==> src/rtl/alu_arbiter_pkg.sv <==
// alu_arbiter_pkg
//   Shared definitions for the two-requester ALU arbiter:
//   - alu_op_e    : 4-bit ALU opcode encoding
//   - arb_state_e : arbiter FSM state encoding (IDLE, EXEC, RESP)
package alu_arbiter_pkg;

  typedef enum logic [3:0] {
    ALU_ADD  = 4'b0000,
    ALU_ADD1 = 4'b0001,
    ALU_SUB  = 4'b0010,
    ALU_SUB1 = 4'b0011,
    ALU_AND  = 4'b0100,
    ALU_OR   = 4'b0101,
    ALU_XOR  = 4'b0110,
    ALU_NAND = 4'b0111,
    ALU_SHL1 = 4'b1000,
    ALU_SHL2 = 4'b1001,
    ALU_SHL3 = 4'b1010,
    ALU_SHL4 = 4'b1011,
    ALU_SHR1 = 4'b1100,
    ALU_SHR2 = 4'b1101,
    ALU_SHR3 = 4'b1110,
    ALU_SHR4 = 4'b1111
  } alu_op_e;

  typedef enum logic [1:0] {
    ST_IDLE = 2'b00,
    ST_EXEC = 2'b01,
    ST_RESP = 2'b10
  } arb_state_e;

endpackage

==> src/rtl/alu_arbiter_alu.sv <==
// alu_arbiter_alu
//   Combinational signed ALU shared by the arbiter.
//   Ports:
//     opcode      in  4      operation (alu_op_e encoding)
//     op1, op2    in  WIDTH  signed operands
//     result      out WIDTH  signed result, truncated to WIDTH
//     equals_zero out 1      result is all zeros
//     overflow    out 1      signed overflow of ADD/ADD1/SUB/SUB1, else 0
//   ADD1/SUB1 are op1+1 / op1-1; SHLn/SHRn shift op1 by n (SHR is logical).
module alu_arbiter_alu
  import alu_arbiter_pkg::*;
#(
  parameter int WIDTH = 8
) (
  input  logic [3:0]              opcode,
  input  logic signed [WIDTH-1:0] op1,
  input  logic signed [WIDTH-1:0] op2,
  output logic signed [WIDTH-1:0] result,
  output logic                    equals_zero,
  output logic                    overflow
);

  localparam logic signed [WIDTH-1:0] ONE = {{(WIDTH-1){1'b0}}, 1'b1};

  logic signed [WIDTH-1:0] rhs_s;
  logic signed [WIDTH-1:0] add_s;
  logic signed [WIDTH-1:0] sub_s;
  logic [2:0]              shamt_s;

  // The increment/decrement opcodes reuse the adder with a constant one.
  assign rhs_s   = ((opcode == ALU_ADD1) || (opcode == ALU_SUB1)) ? ONE : op2;
  assign add_s   = op1 + rhs_s;
  assign sub_s   = op1 - rhs_s;
  assign shamt_s = {1'b0, opcode[1:0]} + 3'd1;

  // Operation select and signed overflow detection.
  always_comb begin
    result   = {WIDTH{1'b0}};
    overflow = 1'b0;
    case (opcode)
      ALU_ADD, ALU_ADD1: begin
        result   = add_s;
        overflow = (op1[WIDTH-1] == rhs_s[WIDTH-1]) && (add_s[WIDTH-1] != op1[WIDTH-1]);
      end
      ALU_SUB, ALU_SUB1: begin
        result   = sub_s;
        overflow = (op1[WIDTH-1] != rhs_s[WIDTH-1]) && (sub_s[WIDTH-1] != op1[WIDTH-1]);
      end
      ALU_AND:  result = op1 & op2;
      ALU_OR:   result = op1 | op2;
      ALU_XOR:  result = op1 ^ op2;
      ALU_NAND: result = ~(op1 & op2);
      ALU_SHL1, ALU_SHL2, ALU_SHL3, ALU_SHL4: result = op1 << shamt_s;
      ALU_SHR1, ALU_SHR2, ALU_SHR3, ALU_SHR4: result = op1 >> shamt_s;
      default: begin
        result   = {WIDTH{1'b0}};
        overflow = 1'b0;
      end
    endcase
  end

  assign equals_zero = (result == {WIDTH{1'b0}});

endmodule

==> src/rtl/alu_arbiter.sv <==
// alu_arbiter
//   Shares one ALU between two requesters with round-robin arbitration and a
//   three-state FSM (IDLE -> EXEC -> RESP). One operation per three cycles.
//   Ports:
//     clk, rst_n                 clock, synchronous active-low reset
//     reqN_valid/ready           request handshake for requester N (0, 1)
//     reqN_opcode/op1/op2        request payload
//     rsp_valid/ready            response handshake, rsp_* held until taken
//     rsp_id                     requester owning the response
//     rsp_result/zero/ovf        registered ALU outputs
//   Optional (macro ALU_ARB_STICKY_OVF_EN):
//     ovf_clr     in  1  clears ovf_sticky (a same-edge set wins)
//     ovf_sticky  out 2  bit N set by an overflowing response to requester N
module alu_arbiter
  import alu_arbiter_pkg::*;
#(
  parameter int WIDTH = 8
) (
  input  logic                    clk,
  input  logic                    rst_n,
  input  logic                    req0_valid,
  output logic                    req0_ready,
  input  logic [3:0]              req0_opcode,
  input  logic signed [WIDTH-1:0] req0_op1,
  input  logic signed [WIDTH-1:0] req0_op2,
  input  logic                    req1_valid,
  output logic                    req1_ready,
  input  logic [3:0]              req1_opcode,
  input  logic signed [WIDTH-1:0] req1_op1,
  input  logic signed [WIDTH-1:0] req1_op2,
  output logic                    rsp_valid,
  input  logic                    rsp_ready,
  output logic                    rsp_id,
  output logic signed [WIDTH-1:0] rsp_result,
  output logic                    rsp_zero,
  output logic                    rsp_ovf
`ifdef ALU_ARB_STICKY_OVF_EN
  ,
  input  logic                    ovf_clr,
  output logic [1:0]              ovf_sticky
`endif
);

  arb_state_e              state_q, state_d;
  logic                    last_grant_q, last_grant_d;
  logic [3:0]              opcode_q, opcode_d;
  logic signed [WIDTH-1:0] op1_q, op1_d;
  logic signed [WIDTH-1:0] op2_q, op2_d;
  logic                    id_q, id_d;
  logic                    rsp_valid_q, rsp_valid_d;
  logic                    rsp_id_q, rsp_id_d;
  logic signed [WIDTH-1:0] rsp_result_q, rsp_result_d;
  logic                    rsp_zero_q, rsp_zero_d;
  logic                    rsp_ovf_q, rsp_ovf_d;

  logic                    grant_s;
  logic signed [WIDTH-1:0] alu_result_s;
  logic                    alu_zero_s;
  logic                    alu_ovf_s;

  // The ALU always sees the registered operands; its outputs are sampled in EXEC.
  alu_arbiter_alu #(
    .WIDTH(WIDTH)
  ) u_alu (
    .opcode     (opcode_q),
    .op1        (op1_q),
    .op2        (op2_q),
    .result     (alu_result_s),
    .equals_zero(alu_zero_s),
    .overflow   (alu_ovf_s)
  );

  // Round-robin pick: on a tie the requester that did not win last time goes.
  always_comb begin
    if (req0_valid && req1_valid) begin
      grant_s = ~last_grant_q;
    end else if (req1_valid) begin
      grant_s = 1'b1;
    end else begin
      grant_s = 1'b0;
    end
  end

  // Next-state and handshake logic.
  always_comb begin
    state_d      = state_q;
    last_grant_d = last_grant_q;
    opcode_d     = opcode_q;
    op1_d        = op1_q;
    op2_d        = op2_q;
    id_d         = id_q;
    rsp_valid_d  = rsp_valid_q;
    rsp_id_d     = rsp_id_q;
    rsp_result_d = rsp_result_q;
    rsp_zero_d   = rsp_zero_q;
    rsp_ovf_d    = rsp_ovf_q;
    req0_ready   = 1'b0;
    req1_ready   = 1'b0;
    case (state_q)
      ST_IDLE: begin
        if (req0_valid || req1_valid) begin
          req0_ready   = ~grant_s;
          req1_ready   = grant_s;
          id_d         = grant_s;
          opcode_d     = grant_s ? req1_opcode : req0_opcode;
          op1_d        = grant_s ? req1_op1    : req0_op1;
          op2_d        = grant_s ? req1_op2    : req0_op2;
          last_grant_d = grant_s;
          state_d      = ST_EXEC;
        end else begin
          state_d = ST_IDLE;
        end
      end
      ST_EXEC: begin
        rsp_valid_d  = 1'b1;
        rsp_id_d     = id_q;
        rsp_result_d = alu_result_s;
        rsp_zero_d   = alu_zero_s;
        rsp_ovf_d    = alu_ovf_s;
        state_d      = ST_RESP;
      end
      ST_RESP: begin
        if (rsp_ready) begin
          rsp_valid_d = 1'b0;
          state_d     = ST_IDLE;
        end else begin
          state_d = ST_RESP;
        end
      end
      default: begin
        rsp_valid_d = 1'b0;
        state_d     = ST_IDLE;
      end
    endcase
  end

  // State registers; reset also aborts any operation in flight.
  always_ff @(posedge clk) begin
    if (!rst_n) begin
      state_q      <= ST_IDLE;
      last_grant_q <= 1'b1;
      opcode_q     <= 4'b0000;
      op1_q        <= {WIDTH{1'b0}};
      op2_q        <= {WIDTH{1'b0}};
      id_q         <= 1'b0;
      rsp_valid_q  <= 1'b0;
      rsp_id_q     <= 1'b0;
      rsp_result_q <= {WIDTH{1'b0}};
      rsp_zero_q   <= 1'b0;
      rsp_ovf_q    <= 1'b0;
    end else begin
      state_q      <= state_d;
      last_grant_q <= last_grant_d;
      opcode_q     <= opcode_d;
      op1_q        <= op1_d;
      op2_q        <= op2_d;
      id_q         <= id_d;
      rsp_valid_q  <= rsp_valid_d;
      rsp_id_q     <= rsp_id_d;
      rsp_result_q <= rsp_result_d;
      rsp_zero_q   <= rsp_zero_d;
      rsp_ovf_q    <= rsp_ovf_d;
    end
  end

  assign rsp_valid  = rsp_valid_q;
  assign rsp_id     = rsp_id_q;
  assign rsp_result = rsp_result_q;
  assign rsp_zero   = rsp_zero_q;
  assign rsp_ovf    = rsp_ovf_q;

`ifdef ALU_ARB_STICKY_OVF_EN
  logic [1:0] ovf_sticky_q, ovf_sticky_d;
  logic [1:0] sticky_set_s;

  // Set on an overflowing response handshake; the set term is OR-ed last so it beats a clear.
  always_comb begin
    sticky_set_s = 2'b00;
    if (rsp_valid_q && rsp_ready && rsp_ovf_q) begin
      sticky_set_s[rsp_id_q] = 1'b1;
    end else begin
      sticky_set_s = 2'b00;
    end
    ovf_sticky_d = (ovf_sticky_q & ~{2{ovf_clr}}) | sticky_set_s;
  end

  // Sticky overflow register.
  always_ff @(posedge clk) begin
    if (!rst_n) begin
      ovf_sticky_q <= 2'b00;
    end else begin
      ovf_sticky_q <= ovf_sticky_d;
    end
  end

  assign ovf_sticky = ovf_sticky_q;
`endif

endmodule

==> config.mk <==
export PLATFORM = sky130hd
export DESIGN_NAME = alu_arbiter
export DESIGN_NICKNAME = d
export VERILOG_FILES = /design/src/rtl/alu_arbiter_pkg.sv /design/src/rtl/alu_arbiter_alu.sv /design/src/rtl/alu_arbiter.sv
export SDC_FILE = /design/constraint.sdc
export NUM_CORES = 1
export LEC_CHECK = 0
export ABC_AREA = 1
export BUFFER_PORTS_ARGS = -buffer_cell sky130_fd_sc_hd__buf_2
export CAP_MARGIN = 20
export CORE_MARGIN = 1
export CORE_UTILIZATION = 50
export DETAILED_ROUTE_END_ITERATION = 8
export MAX_ROUTING_LAYER = met4
export PLACE_DENSITY = 0.73
export SLEW_MARGIN = 40
export SYNTH_ARGS = -nofsm -noshare
export SYNTH_HDL_FRONTEND = slang
export SYNTH_SLANG_ARGS = --single-unit
export TNS_END_PERCENT = 5
==> constraint.sdc <==
create_clock -name clk -period 4.9 [get_ports clk]
set_input_delay 0.98 -clock clk [delete_from_list [all_inputs] [get_ports clk]]
set_output_delay 0.98 -clock clk [all_outputs]
set_load 0.005 [all_outputs]
==> results.toml <==
[sta]
worst_slew_margin_rel = 0.493
final.min_clock_period_ns = 3.11
worst_pin_slew_ns = 0.759
rsz0062_at_grt = "false"
finalCritPeriodShare = 0.635
setup_violations = 0
clock_skew_ns = 0.0134
setup_tns_ns = 0
fmax_ghz = 0.321
finalHoldViolCount = 0
slew_viol_final = 0

[global_route]
grt_pass1_vias = 3407
overflow = 0
antenna_found_initial = 0
track_usage = 0.286
grt_first_pass_wirelength_um = 15700
grt_max_degree = 26

[setup_path]
crit_type = "flip-flop to flip-flop"
crit_fanout = 14
critical_path.startpoint = "opcode_q[0]"
r2r-start = "opcode_q[0]"
r2r_slack_ns = 1.79
r2r_cells = 18
worst_setup_path_start_kind = "flip-flop"
r2r_end = "rsp_ovf"
crit_required_ns = 5.12
endpoint_kind = "flip-flop"
cp.arrival_ns = 3.33

[route]
via_per_inst = 5.26
drt-total-wl_um = 9400
drt_first_iter_violations = 164
avgRoutedWirePerCell_um = 13.5
drc = 0
first_pass_iters = 5
vias = 3665
drtAntennaViolNets = 0

[clock_network]
root_buffer = "clkbuf_8"
htreeDepth = 2
path_clk_slew_ns = 0.08
cts_tree = "yes"
post_cts_buffers = 0
cts_hold_buf = 0
insertion_delay_ns = 0.29
clock_path_buffers = 2
clkSinkCount = 36
cts_resized = 0
numCtsBuffers = 5

[layout]
final_cells = 697
nNetsFinal = 701
nFillCells = 673
mostFrequentLayoutCell = "nand2_1"
area_growth_pct = 12.5
final_cell_mix = "nand2_1 (194), inv_1 (73), nor2_1 (66)"
n_antenna_cell = 0
post_route_cells_drive_above_1_share = 0.132

[floorplan]
start_util = 0.522
rows = 29
dieArea_um2 = 7040
design.core.area_um2 = 6420
io-pin-count = 59
die_w_um = 83.9
die_h_um = 83.9

[yosys]
syn_area_um2 = 3350
synth_cell_types = 29
ys_seq_area_frac = 0.215
synth.avg_cell_area_um2 = 5.91
synthCells = 567
synth_top_area_frac = 0.217
yosys_warnings = 0
ys_seq_elements = 36
yosys-top-cells-area = "nand2_1 (22%), dfxtp_1 (22%), ha_1 (13%)"
syn_nets = 649
synth_area_leader_cell = "nand2_1"

[place]
gp_congestion = 0.961
place_hpwl_um = 7710
placed_cells = 689
port_buffers = 58

[hold_path]
holdPathStages = 2
hp-class = "flip-flop to flip-flop"
worstHoldEndpoint = "rsp_ovf"
min-delay-start = "rsp_ovf"

[power]
p_leak_nw = 1.96
powerDensity_nw_per_um2 = 268
finalPower_w = 0.00101
ir_drop_v = 0.000167

[run_status]
status = "complete, no violations"

[flow_run]
drv_cap = 0
[kinds of logic (layout without fill, tap and decap cells)]
family                     count (synthesis)  after routing  synth area share
AOI/OAI and AO/OA                         75             75             0.126
xor gates and xnor gates                   2              2           0.00523
adders and majority gates                 37             37             0.143
buffers and inverters                     94            147             0.110
DFF                                       36             36             0.215
and+or+nand+nor                          323            323             0.401
[state kept, by name, summed over array words and instances (netlist names)]
register / flops
rsp_zero: 1
rsp_valid: 1
opcode_q: 4
last_grant_q: 1
rsp_id: 1
rsp_ovf: 1
op2_q: 8
rsp_result: 8
state_q: 2
id_q: 1
op1_q: 8
[through the flow]
stage,hold slack [ns],setup WS [ns],area [um2],util
after floorplan,0.443,2.32,3350,-
after global routing,0.498,1.41,3770,0.587
after CTS,0.476,1.81,3770,0.587
final,0.474,1.79,3770,0.587
after detailed placement,0.464,1.82,3690,0.574
after global placement,0.456,1.89,3680,0.574
[area by class of cell]
type	instances	area [um2]	share of cell area
tap	77	96.3	0.0255
inverter	78	293	0.0776
sequential	36	721	0.191
clock buffer	7	76.3	0.0202
timing repair buffer	61	313	0.0829
clock inverter	1	8.76	0.00232
multi-input combinational	437	2260	0.600
[routing by layer]
metal,share of wire,GRT usage,vias to the layer above
met3,0.044,0.0346,20
met4,0.027,0.111,0
met2,0.46,0.480,113
met5,0,-,-
li1,-,-,1908
met1,0.47,0.349,1624
[critical path, stage by stage, from the launching register on]
cell and delay, ns:
dfxtp_1 0.63, ha_1 0.32, inv_1 0.07, nand2_1 0.07, nand2_2 0.07, inv_1 0.17, nor2_1 0.08, inv_1 0.06
ha_1 0.32, nor2_1 0.25, and2_1 0.19, nand2_1 0.06, nand3_1 0.13, nand3_1 0.08, o21ai_0 0.10, nand3_1 0.11
o21ai_0 0.10, nand2_1 0.07, a21oi_1 0.15
[where the power goes]
| part | total [W] | internal (W) | leakage [nW] | switching, W |
|---|---|---|---|---|
| clock network | 0.000213 | 0.000102 | 0.0424 | 0.000111 |
| registers | 0.000361 | 0.000322 | 0.296 | 0.0000395 |
| logic | 0.000436 | 0.000154 | 1.62 | 0.000282 |
| total | 0.00101 | 0.000577 | 1.96 | 0.000433 |
[synthesized netlist by cell type]
cell        n
o21a_1      1
nor2_2      3
nand2_2     2
a21oi_1    23
nand3b_1    4
fa_1        2
dfxtp_1    36
o21ai_0    22
o22ai_1     1
a21oi_2     1
buf_6       1
buf_2       4
buf_4       1
nand4_1     7
nor2_1     67
nand3_4     2
o211ai_1    5
nand2_1   194
a31oi_1    20
xor2_1      2
o21bai_1    1
and2_1      2
nand3_1    41
inv_2       5
clkbuf_1   10
inv_1      73
or2_2       1
o21ai_1     1
ha_1       35
[worst max path at each step]
| stage | endpoint | slack [ns] | cells after the start |
|---|---|---|---|
| floorplan | rsp_zero | 2.32 | 21 |
| detailed placement | rsp_ovf | 1.82 | 18 |
| global placement | rsp_zero | 1.89 | 21 |
| CTS | rsp_ovf | 1.81 | 18 |
| global route | rsp_ovf | 1.41 | 19 |
| finish | rsp_ovf | 1.79 | 18 |
Power figures use the tool's default switching activity.
